$ cat src/rtl/cpu_ctrl_pkg.sv
// Shared encodings for the multi-cycle control sequencer, the datapath muxes and the ALU decoder.
package cpu_ctrl_pkg;

    localparam logic [5:0] OP_R    = 6'b000000;
    localparam logic [5:0] OP_BEQ  = 6'b000001;
    localparam logic [5:0] OP_LW   = 6'b000010;
    localparam logic [5:0] OP_SW   = 6'b000011;
    localparam logic [5:0] OP_ADDI = 6'b000100;
    localparam logic [5:0] OP_ANDI = 6'b000101;
    localparam logic [5:0] OP_XORI = 6'b000110;
    localparam logic [5:0] OP_SLTI = 6'b000111;
    localparam logic [5:0] OP_J    = 6'b001000;
    localparam logic [5:0] OP_JAL  = 6'b001001;

    typedef enum logic [3:0] {
        ST_IDLE     = 4'd0,
        ST_FETCH    = 4'd1,
        ST_DECODE   = 4'd2,
        ST_MEM_ADDR = 4'd3,
        ST_MEM_RD   = 4'd4,
        ST_MEM_WB   = 4'd5,
        ST_MEM_WR   = 4'd6,
        ST_R_EXEC   = 4'd7,
        ST_I_EXEC   = 4'd8,
        ST_ALU_WB   = 4'd9,
        ST_BRANCH   = 4'd10,
        ST_JUMP     = 4'd11,
        ST_ERROR    = 4'd12
    } state_e;

    localparam logic [1:0] ALU_ADD   = 2'b00;
    localparam logic [1:0] ALU_SUB   = 2'b01;
    localparam logic [1:0] ALU_FUNCT = 2'b10;
    localparam logic [1:0] ALU_IMM   = 2'b11;

    localparam logic [1:0] SRCB_RT      = 2'b00;
    localparam logic [1:0] SRCB_FOUR    = 2'b01;
    localparam logic [1:0] SRCB_IMM     = 2'b10;
    localparam logic [1:0] SRCB_IMM_SH2 = 2'b11;

    localparam logic [1:0] PCSRC_ALU    = 2'b00;
    localparam logic [1:0] PCSRC_ALUOUT = 2'b01;
    localparam logic [1:0] PCSRC_JUMP   = 2'b10;

    localparam logic [1:0] REGDST_RT  = 2'b00;
    localparam logic [1:0] REGDST_RD  = 2'b01;
    localparam logic [1:0] REGDST_R31 = 2'b10;

    localparam logic [1:0] M2R_ALUOUT = 2'b00;
    localparam logic [1:0] M2R_MDR    = 2'b01;
    localparam logic [1:0] M2R_PC     = 2'b10;

    function automatic logic is_mem_state(input state_e s);
        return (s == ST_FETCH) || (s == ST_MEM_RD) || (s == ST_MEM_WR);
    endfunction

endpackage

$ cat src/rtl/mem_timeout_ctr.sv
// Wait-cycle counter for the shared memory port; flags expiry on the wait that reaches the limit.
module mem_timeout_ctr
    import cpu_ctrl_pkg::*;
#(
    parameter int unsigned MEM_TIMEOUT = 16
) (
    input  logic clk,
    input  logic rst_n,
    input  logic clear,
    input  logic count_en,
    output logic expired
);

    localparam int unsigned    CW    = $clog2(MEM_TIMEOUT + 1);
    localparam logic [CW-1:0]  LIMIT = CW'(MEM_TIMEOUT);
    localparam logic [CW-1:0]  ONE   = CW'(1);

    logic [CW-1:0] cnt_q;
    logic [CW-1:0] cnt_d;

    // Next count: clear wins, saturate at the limit.
    always_comb begin
        cnt_d = cnt_q;
        if (clear) begin
            cnt_d = '0;
        end else if (count_en && (cnt_q != LIMIT)) begin
            cnt_d = cnt_q + ONE;
        end else begin
            cnt_d = cnt_q;
        end
    end

    // Count register.
    always_ff @(posedge clk or negedge rst_n) begin
        if (!rst_n) begin
            cnt_q <= '0;
        end else begin
            cnt_q <= cnt_d;
        end
    end

    // Expiry is independent of clear so the FSM can use it to choose its next state.
    assign expired = count_en && (cnt_q >= (LIMIT - ONE));

endmodule

$ cat src/rtl/multicycle_ctrl_fsm.sv
// Moore control sequencer stepping each instruction through fetch/decode/execute/memory/writeback.
module multicycle_ctrl_fsm
    import cpu_ctrl_pkg::*;
#(
    parameter int unsigned MEM_TIMEOUT = 16
) (
    input  logic       clk,
    input  logic       rst_n,
    input  logic [5:0] opcode,
    input  logic       mem_ready,
    output logic       mem_req,
    output logic       mem_we,
    output logic       iord,
    output logic       ir_write,
    output logic       pc_write,
    output logic       pc_write_cond,
    output logic [1:0] pc_source,
    output logic       alu_src_a,
    output logic [1:0] alu_src_b,
    output logic [1:0] alu_op,
    output logic       reg_write,
    output logic [1:0] reg_dst,
    output logic [1:0] mem_to_reg,
    output logic       illegal_op,
    output logic       bus_error,
    output logic [3:0] state_dbg
);

    state_e     state_q, state_d;
    logic [5:0] op_q, op_d;
    logic       bus_err_q, bus_err_d;
    logic       expired_s, clear_s, count_en_s;

    // State, latched opcode and sticky bus error.
    always_ff @(posedge clk or negedge rst_n) begin
        if (!rst_n) begin
            state_q   <= ST_IDLE;
            op_q      <= 6'b000000;
            bus_err_q <= 1'b0;
        end else begin
            state_q   <= state_d;
            op_q      <= op_d;
            bus_err_q <= bus_err_d;
        end
    end

    // Opcode capture and sticky error update.
    always_comb begin
        if (state_q == ST_DECODE) begin
            op_d = opcode;
        end else begin
            op_d = op_q;
        end
        bus_err_d = bus_err_q | expired_s;
    end

    assign count_en_s = is_mem_state(state_q) && !mem_ready;
    assign clear_s    = (state_d != state_q);

    mem_timeout_ctr #(.MEM_TIMEOUT(MEM_TIMEOUT)) u_timeout (
        .clk      (clk),
        .rst_n    (rst_n),
        .clear    (clear_s),
        .count_en (count_en_s),
        .expired  (expired_s)
    );

    // Next-state logic; DECODE uses the live opcode, later states the latched copy.
    always_comb begin
        state_d = state_q;
        case (state_q)
            ST_IDLE:     state_d = ST_FETCH;
            ST_FETCH:    state_d = expired_s ? ST_ERROR : (mem_ready ? ST_DECODE : ST_FETCH);
            ST_DECODE: begin
                case (opcode)
                    OP_LW, OP_SW:                     state_d = ST_MEM_ADDR;
                    OP_R:                             state_d = ST_R_EXEC;
                    OP_ADDI, OP_ANDI, OP_XORI, OP_SLTI: state_d = ST_I_EXEC;
                    OP_BEQ:                           state_d = ST_BRANCH;
                    OP_J, OP_JAL:                     state_d = ST_JUMP;
                    default:                          state_d = ST_FETCH;
                endcase
            end
            ST_MEM_ADDR: state_d = (op_q == OP_SW) ? ST_MEM_WR : ST_MEM_RD;
            ST_MEM_RD:   state_d = expired_s ? ST_ERROR : (mem_ready ? ST_MEM_WB : ST_MEM_RD);
            ST_MEM_WR:   state_d = expired_s ? ST_ERROR : (mem_ready ? ST_FETCH : ST_MEM_WR);
            ST_MEM_WB:   state_d = ST_FETCH;
            ST_R_EXEC:   state_d = ST_ALU_WB;
            ST_I_EXEC:   state_d = ST_ALU_WB;
            ST_ALU_WB:   state_d = ST_FETCH;
            ST_BRANCH:   state_d = ST_FETCH;
            ST_JUMP:     state_d = ST_FETCH;
            ST_ERROR:    state_d = ST_ERROR;
            default:     state_d = ST_ERROR;
        endcase
    end

    // Datapath controls decoded from the registered state.
    always_comb begin
        mem_req       = 1'b0;
        mem_we        = 1'b0;
        iord          = 1'b0;
        ir_write      = 1'b0;
        pc_write      = 1'b0;
        pc_write_cond = 1'b0;
        pc_source     = PCSRC_ALU;
        alu_src_a     = 1'b0;
        alu_src_b     = SRCB_RT;
        alu_op        = ALU_ADD;
        reg_write     = 1'b0;
        reg_dst       = REGDST_RT;
        mem_to_reg    = M2R_ALUOUT;
        illegal_op    = 1'b0;
        case (state_q)
            ST_FETCH: begin
                mem_req   = 1'b1;
                alu_src_b = SRCB_FOUR;
                ir_write  = mem_ready;
                pc_write  = mem_ready;
            end
            ST_DECODE: begin
                alu_src_b = SRCB_IMM_SH2;
                case (opcode)
                    OP_R, OP_BEQ, OP_LW, OP_SW, OP_ADDI, OP_ANDI,
                    OP_XORI, OP_SLTI, OP_J, OP_JAL: illegal_op = 1'b0;
                    default:                        illegal_op = 1'b1;
                endcase
            end
            ST_MEM_ADDR: begin
                alu_src_a = 1'b1;
                alu_src_b = SRCB_IMM;
            end
            ST_MEM_RD: begin
                mem_req = 1'b1;
                iord    = 1'b1;
            end
            ST_MEM_WB: begin
                reg_write  = 1'b1;
                mem_to_reg = M2R_MDR;
            end
            ST_MEM_WR: begin
                mem_req = 1'b1;
                mem_we  = 1'b1;
                iord    = 1'b1;
            end
            ST_R_EXEC: begin
                alu_src_a = 1'b1;
                alu_op    = ALU_FUNCT;
            end
            ST_I_EXEC: begin
                alu_src_a = 1'b1;
                alu_src_b = SRCB_IMM;
                alu_op    = (op_q == OP_ADDI) ? ALU_ADD : ALU_IMM;
            end
            ST_ALU_WB: begin
                reg_write = 1'b1;
                reg_dst   = (op_q == OP_R) ? REGDST_RD : REGDST_RT;
            end
            ST_BRANCH: begin
                alu_src_a     = 1'b1;
                alu_op        = ALU_SUB;
                pc_write_cond = 1'b1;
                pc_source     = PCSRC_ALUOUT;
            end
            ST_JUMP: begin
                pc_write  = 1'b1;
                pc_source = PCSRC_JUMP;
                if (op_q == OP_JAL) begin
                    reg_write  = 1'b1;
                    reg_dst    = REGDST_R31;
                    mem_to_reg = M2R_PC;
                end else begin
                    reg_write  = 1'b0;
                end
            end
            default: begin
                mem_req = 1'b0;
            end
        endcase
    end

    assign bus_error = bus_err_q;
    assign state_dbg = state_q;

endmodule

$ cat config.mk
export PLATFORM = sky130hd
export DESIGN_NAME = multicycle_ctrl_fsm
export DESIGN_NICKNAME = d
export VERILOG_FILES = /design/src/rtl/cpu_ctrl_pkg.sv /design/src/rtl/mem_timeout_ctr.sv /design/src/rtl/multicycle_ctrl_fsm.sv
export SDC_FILE = /design/constraint.sdc
export NUM_CORES = 1
export LEC_CHECK = 0
export ABC_AREA = 0
export BUFFER_PORTS_ARGS = -buffer_cell sky130_fd_sc_hd__buf_4
export CORE_ASPECT_RATIO = 0.9
export CORE_MARGIN = 4
export CORE_UTILIZATION = 51
export DETAILED_ROUTE_END_ITERATION = 10
export PLACE_DENSITY_LB_ADDON = 0.25
export SLEW_MARGIN = 5
export SYNTH_ARGS = -nofsm -noshare
export SYNTH_HDL_FRONTEND = slang
export SYNTH_SLANG_ARGS = --single-unit
$ cat constraint.sdc
create_clock -name clk -period 6.48 [get_ports clk]
set_clock_uncertainty 0.1 [all_clocks]
set_input_delay 0.972 -clock clk [delete_from_list [all_inputs] [get_ports clk]]
set_output_delay 0.972 -clock clk [all_outputs]
set_load 0.01 [all_outputs]
Word level (Yosys, flattened, before mapping)
Memory sizes are Yosys's and may differ from the RTL's.
Index checks and enable logic that the tools add are counted.
{"block": "classes", "n_div": 0, "n_shift": 0, "n_eq_ne": 16, "muxes": 30, "bitwise": 1, "multipliers": 0, "n_reduce_logical": 17, "addsub": 1, "magnitude_cmp": 1}
{"operator": "$pmux 4 s7", "n": 1}
{"operator": "$eq 4x3->1 const B", "n": 4}
{"operator": "$eq 4x4->1 const B", "n": 4}
{"operator": "$mux 4", "n": 4}
{"operator": "$pmux 2 s2", "n": 3}
{"operator": "$pmux 2 s3", "n": 2}
{"operator": "$mux 1", "n": 11}
{"operator": "$mux 5", "n": 2}
{"operator": "$eq 4x2->1 const B", "n": 2}
{"operator": "$mux 2", "n": 4}
{"operator": "$reduce_or 2->1", "n": 4}
{"operator": "$eq 6x2->1 const B", "n": 1}
{"operator": "$eq 6x3->1 const B", "n": 1}
{"operator": "$eq 6x4->1 const B", "n": 1}
{"operator": "$logic_not 6->1", "n": 1}
{"operator": "$add 5x1->5 const B", "n": 1}
{"operator": "$ge 5x4->1 const B", "n": 1}
{"operator": "$ne 5x5->1 const B", "n": 1}
{"operator": "$reduce_or 5->1", "n": 1}
{"operator": "$eq 4x1->1 const B", "n": 1}
{"operator": "$logic_not 4->1", "n": 1}
{"operator": "$ne 4x4->1", "n": 1}
{"operator": "$pmux 1 s2", "n": 2}
{"operator": "$reduce_or 4->1", "n": 1}
{"operator": "other kinds (8)", "n": 11}
{"block": "totals", "latch_bits": 0, "memories": 2, "ff_bits": 16, "inputBits": 9, "ramBits": 0, "wordCells": 72, "romBits": 80}
{"memory": "(name not given)", "depth": 16, "width": 4, "rd": 1, "rd_clocked_by_memory_dff": 0, "wr": 0, "line": "multicycle_ctrl_fsm.sv:75", "source": "case (opcode)"}
{"memory": "(name not given)", "depth": 16, "width": 1, "rd": 1, "rd_clocked_by_memory_dff": 0, "wr": 0, "line": "multicycle_ctrl_fsm.sv:123", "source": "case (opcode)"}

Depth between registers and ports, before layout
{"block": "depth", "word_depth": 9, "ltp_mapped": 8, "ltp_nobuf": 8}

By module
From an unflattened synthesis, not the netlist that was laid out.
{"block": "unflattened", "cells_unflattened": 149, "hier_area_um2": 1293.7}
{"module": "multicycle_ctrl_fsm", "cells_per_inst": 116, "seq_area_each_um2": 275.3, "instances": 1, "area_per_inst_um2": 983.4}
{"module": "mem_timeout_ctr", "cells_per_inst": 33, "seq_area_each_um2": 125.1, "instances": 1, "area_per_inst_um2": 310.3}

Worst setup path before layout
Ideal clock, no wire load.
{"block": "synth_timing", "kind": "input to output", "startpoint": "in mem_ready", "endpoint": "out pc_write", "setup_slack_ns": 3.642, "path_stages": 4, "t_arrival_ns": 1.766, "required_time_ns": 5.408, "cell_sequence": "clkbuf_8 inv_1 nor3_1 or2_2"}
{"block": "synth_via", "elab_chain_len": 1}
{"item": "start, declared", "line": "multicycle_ctrl_fsm.sv:10", "source": "input logic mem_ready,"}
{"item": "$pmux 1 s2", "line": "multicycle_ctrl_fsm.sv:114", "source": "case (state_q)"}
{"item": "end, declared", "line": "multicycle_ctrl_fsm.sv:15", "source": "output logic pc_write,"}
No other way between the ends.

Final worst setup path
{"block": "layout_timing", "startpoint": "reg op_q[5]", "endpoint": "out reg_write"}
{"block": "layout_via", "elab_chain_len": 3}
{"item": "start, declared", "line": "multicycle_ctrl_fsm.sv:30", "source": "logic [5:0] op_q, op_d;"}
{"item": "start signal, assigned", "line": "multicycle_ctrl_fsm.sv:42", "source": "op_q <= op_d;"}
{"item": "$eq 6x4->1", "line": "multicycle_ctrl_fsm.sv:168", "source": "if (op_q == OP_JAL) begin"}
{"item": "$mux 1", "line": "multicycle_ctrl_fsm.sv:168"}
{"item": "$pmux 1 s2", "line": "multicycle_ctrl_fsm.sv:114"}
{"item": "end, declared", "line": "multicycle_ctrl_fsm.sv:21", "source": "output logic reg_write,"}
No other way between the ends.

==> results by group <==
Finish
  • Filler-free cell count of the finished design: 207
  • Ant diodes: 0
  • Most frequent cells in the layout: buf_4, dfrtp_1, nand2_1, nor2_1, inv_1
  • Commonest non-fill, non-tap cell in the layout: buf_4
  • Final #Nets: 192
  • Layout cells sized above 1: 29.61%
  • FILL cells: 229
  • Synth-to-Final Area Change: 16.45%
  • Design area: 1541 um^2

Routing
  • Drt first-iter violations: 75
  • Via count: 1,251
  • Vias per cell: 6.043
  • Number of routed nets with antenna violations: 0
  • DR WL/cell: 15.08 um
  • Drt first pass iters: 4
  • Post-Route WL: 3121 um
  • DR DRC count: 0

Critical path
  • Setup Crit Path Kind: register to output port
  • Worst-path maximum fanout: 3
  • Startpoint types: register
  • Critical Path RT: 5410 ps
  • Crit path DAT: 2040 ps
  • Worst Setup End Kind: output port

Timing
  • Max Fclk: 321.5 MHz
  • RSZ-0062 raised after global routing: false
  • Worst-Margin Slew: 683.5 ps
  • Hold Violations, Final: 0
  • Period utilization: 48.00%
  • Slew Limit Fails: 0
  • Setup_tns: 0 ps
  • Setup violators final: 0
  • Fin crit period: 3110 ps
  • Max-slew headroom at the worst pin: 53.79%

Global routing
  • GRT Total Usage: 18.79%
  • Total gr overflow: 0
  • First-pass GRT wire length: 5175 um
  • Vias in the first global route: 1,059
  • Pin count of the biggest net entering global routing: 25
  • Initial antenna violation count: 0

Synth
  • EDFF count, synth: 0
  • Fraction of registers with async set/reset: 100.0%
  • Top_reg_cell synth: dfrtp_1
  • Synth Warn #: 0
  • Seq/Total Area, Yosys: 30.25%
  • Netlist cell types: 51
  • Syn Nets: 164
  • Cell Area, Synth: 1324 um^2
  • Synth Instances: 152
  • Yosys reg bits: 16
  • Avg Cell Area, Syn: 8.709 um^2

Placement
  • Placed Instances: 203
  • Dpl cell area: 1505 um^2
  • Number of port buffers: 32
  • GP Congestion: 0.7966
  • DP HPWL: 2386 um

Power
  • Power density over the cells: 419.5 nW/um^2
  • Maximum vdd drop: 224.0 uV
  • Leak: 0.0006902 uW

Clocking
  • Max Root-Sink Buffers: 2
  • Clock root cell: clkbuf_4
  • Worst-path clk slew: 100 ps
  • CTS tree: yes
  • Clock Sinks: 16
  • H-tree depth: 1
  • Clk_lat worst skew: 280 ps
  • Post-CTS setup buffers: 0
  • Cts bufs inserted: 3
  • Hold_buf cts: 0
  • Resize count post-CTS: 0

Flow run
  • Max-cap violations: 0

Floorplanning
  • Core ar.: 2467 um^2
  • Die height: 56.34 um
  • Initial Util: 53.65%
  • Die width: 61.71 um
  • I/O pin cnt: 33
  • Die area: 3476 um^2
  • Num rows: 17

Run status
  • Run status: completed

Hold path
  • Hold WC Path Type: register to register
-- cells in the mapped netlist (all sizes together) (4+ instances only) --
library cell | n | share of area (%)
nor2 | 13 | 4.1
o21ai | 7 | 2.6
inv | 10 | 2.8
nor4 | 6 | 2.8
a211oi | 4 | 2.3
mux2 | 5 | 4.3
nor3 | 6 | 2.3
nand3 | 4 | 1.5
a21oi | 10 | 4.1
buf | 5 | 2.9
nand2b | 4 | 1.9
clkbuf | 4 | 4.2
dfrtp | 16 | 30
nand2 | 11 | 3.1
-- stage by stage --
step | setup slack, ps | hold slack (ps) | utilization (%) | power [uW]
after floorplan | 3642 | 372.7 | - | 477.3
after global placement | 3680 | 349.8 | 61.00 | 573.8
after detailed placement | 3649 | 377.6 | 61.00 | 583.1
after CTS | 3362 | 410.7 | 62.47 | 649.0
after global routing | 3259 | 431.7 | 62.47 | 703.5
final | 3370 | 401.6 | 62.47 | 646.7
-- path summary, 6_finish.rpt --
kind | from | to | slack [ps] | cells past startpoint
worst max-delay path | op_q[5]$_DFFE_PN0P_ | reg_write | 3370 | 5
max in group asynchronous | rst_n | u_timeout.cnt_q[0]$_DFFE_PN0P_ | 5650 | 1
min in group asynchronous | rst_n | op_q[3]$_DFFE_PN0P_ | 440 | 1
worst max register to register | u_timeout.cnt_q[0]$_DFFE_PN0P_ | u_timeout.cnt_q[0]$_DFFE_PN0P_ | 3880 | 8
worst min register to register | bus_error$_DFF_PN0_ | bus_error$_DFF_PN0_ | 400 | 1
worst min-delay path | bus_error$_DFF_PN0_ | bus_error$_DFF_PN0_ | 400 | 1
-- logic make-up after synthesis --
| family | Yosys count | synth area share (%) |
|---|---|---|
| simple gates | 64 | 27.13 |
| compound gates | 41 | 22.78 |
| buf+inv | 19 | 9.924 |
| flops | 16 | 30.25 |
| mux | 7 | 5.765 |
| fa+ha+maj | 3 | 2.836 |
| xor+xnor | 2 | 1.323 |
-- state kept, by name, indices dropped and copies added (netlist names) --
| register | count |
|---|---|
| bus_error | 1 |
| op_q | 6 |
| state_dbg | 4 |
| u_timeout.cnt_q | 5 |
-- cell type report --
| cell class | instances | area [um^2] | area share (%) |
|---|---|---|---|
| multi-input cells | 117 | 792.0 | 51.38 |
| flip-flops and latches | 16 | 400.4 | 25.97 |
| repair buffers | 32 | 240.2 | 15.58 |
| inverters | 10 | 37.54 | 2.435 |
| clock buffers | 4 | 36.28 | 2.354 |
| well taps | 28 | 35.03 | 2.273 |
-- where the power goes --
group | internal [uW] | leakage (uW) | switching (uW)
registers | 136 | 0.000206 | 70.4
logic | 177 | 0.000463 | 199
clock network | 34.1 | 0.0000210 | 30.1
-- critical path, stage by stage, from the launching register on --
cell and delay (ps):
dfrtp_1 380, or2_1 260, or4_2 680, a21oi_1 180
o21a_1 150, buf_4 120
-- routing by layer --
layer  global-route usage, %  share of wire [%]  wire, um
met1                   31.44                 46      1446
met2                   26.16                 45      1414
met3                   1.379                7.8       242
met4                   3.030               0.54        17
met5                       0                  0         0
Note: power is estimated with default switching activity, not from simulation.
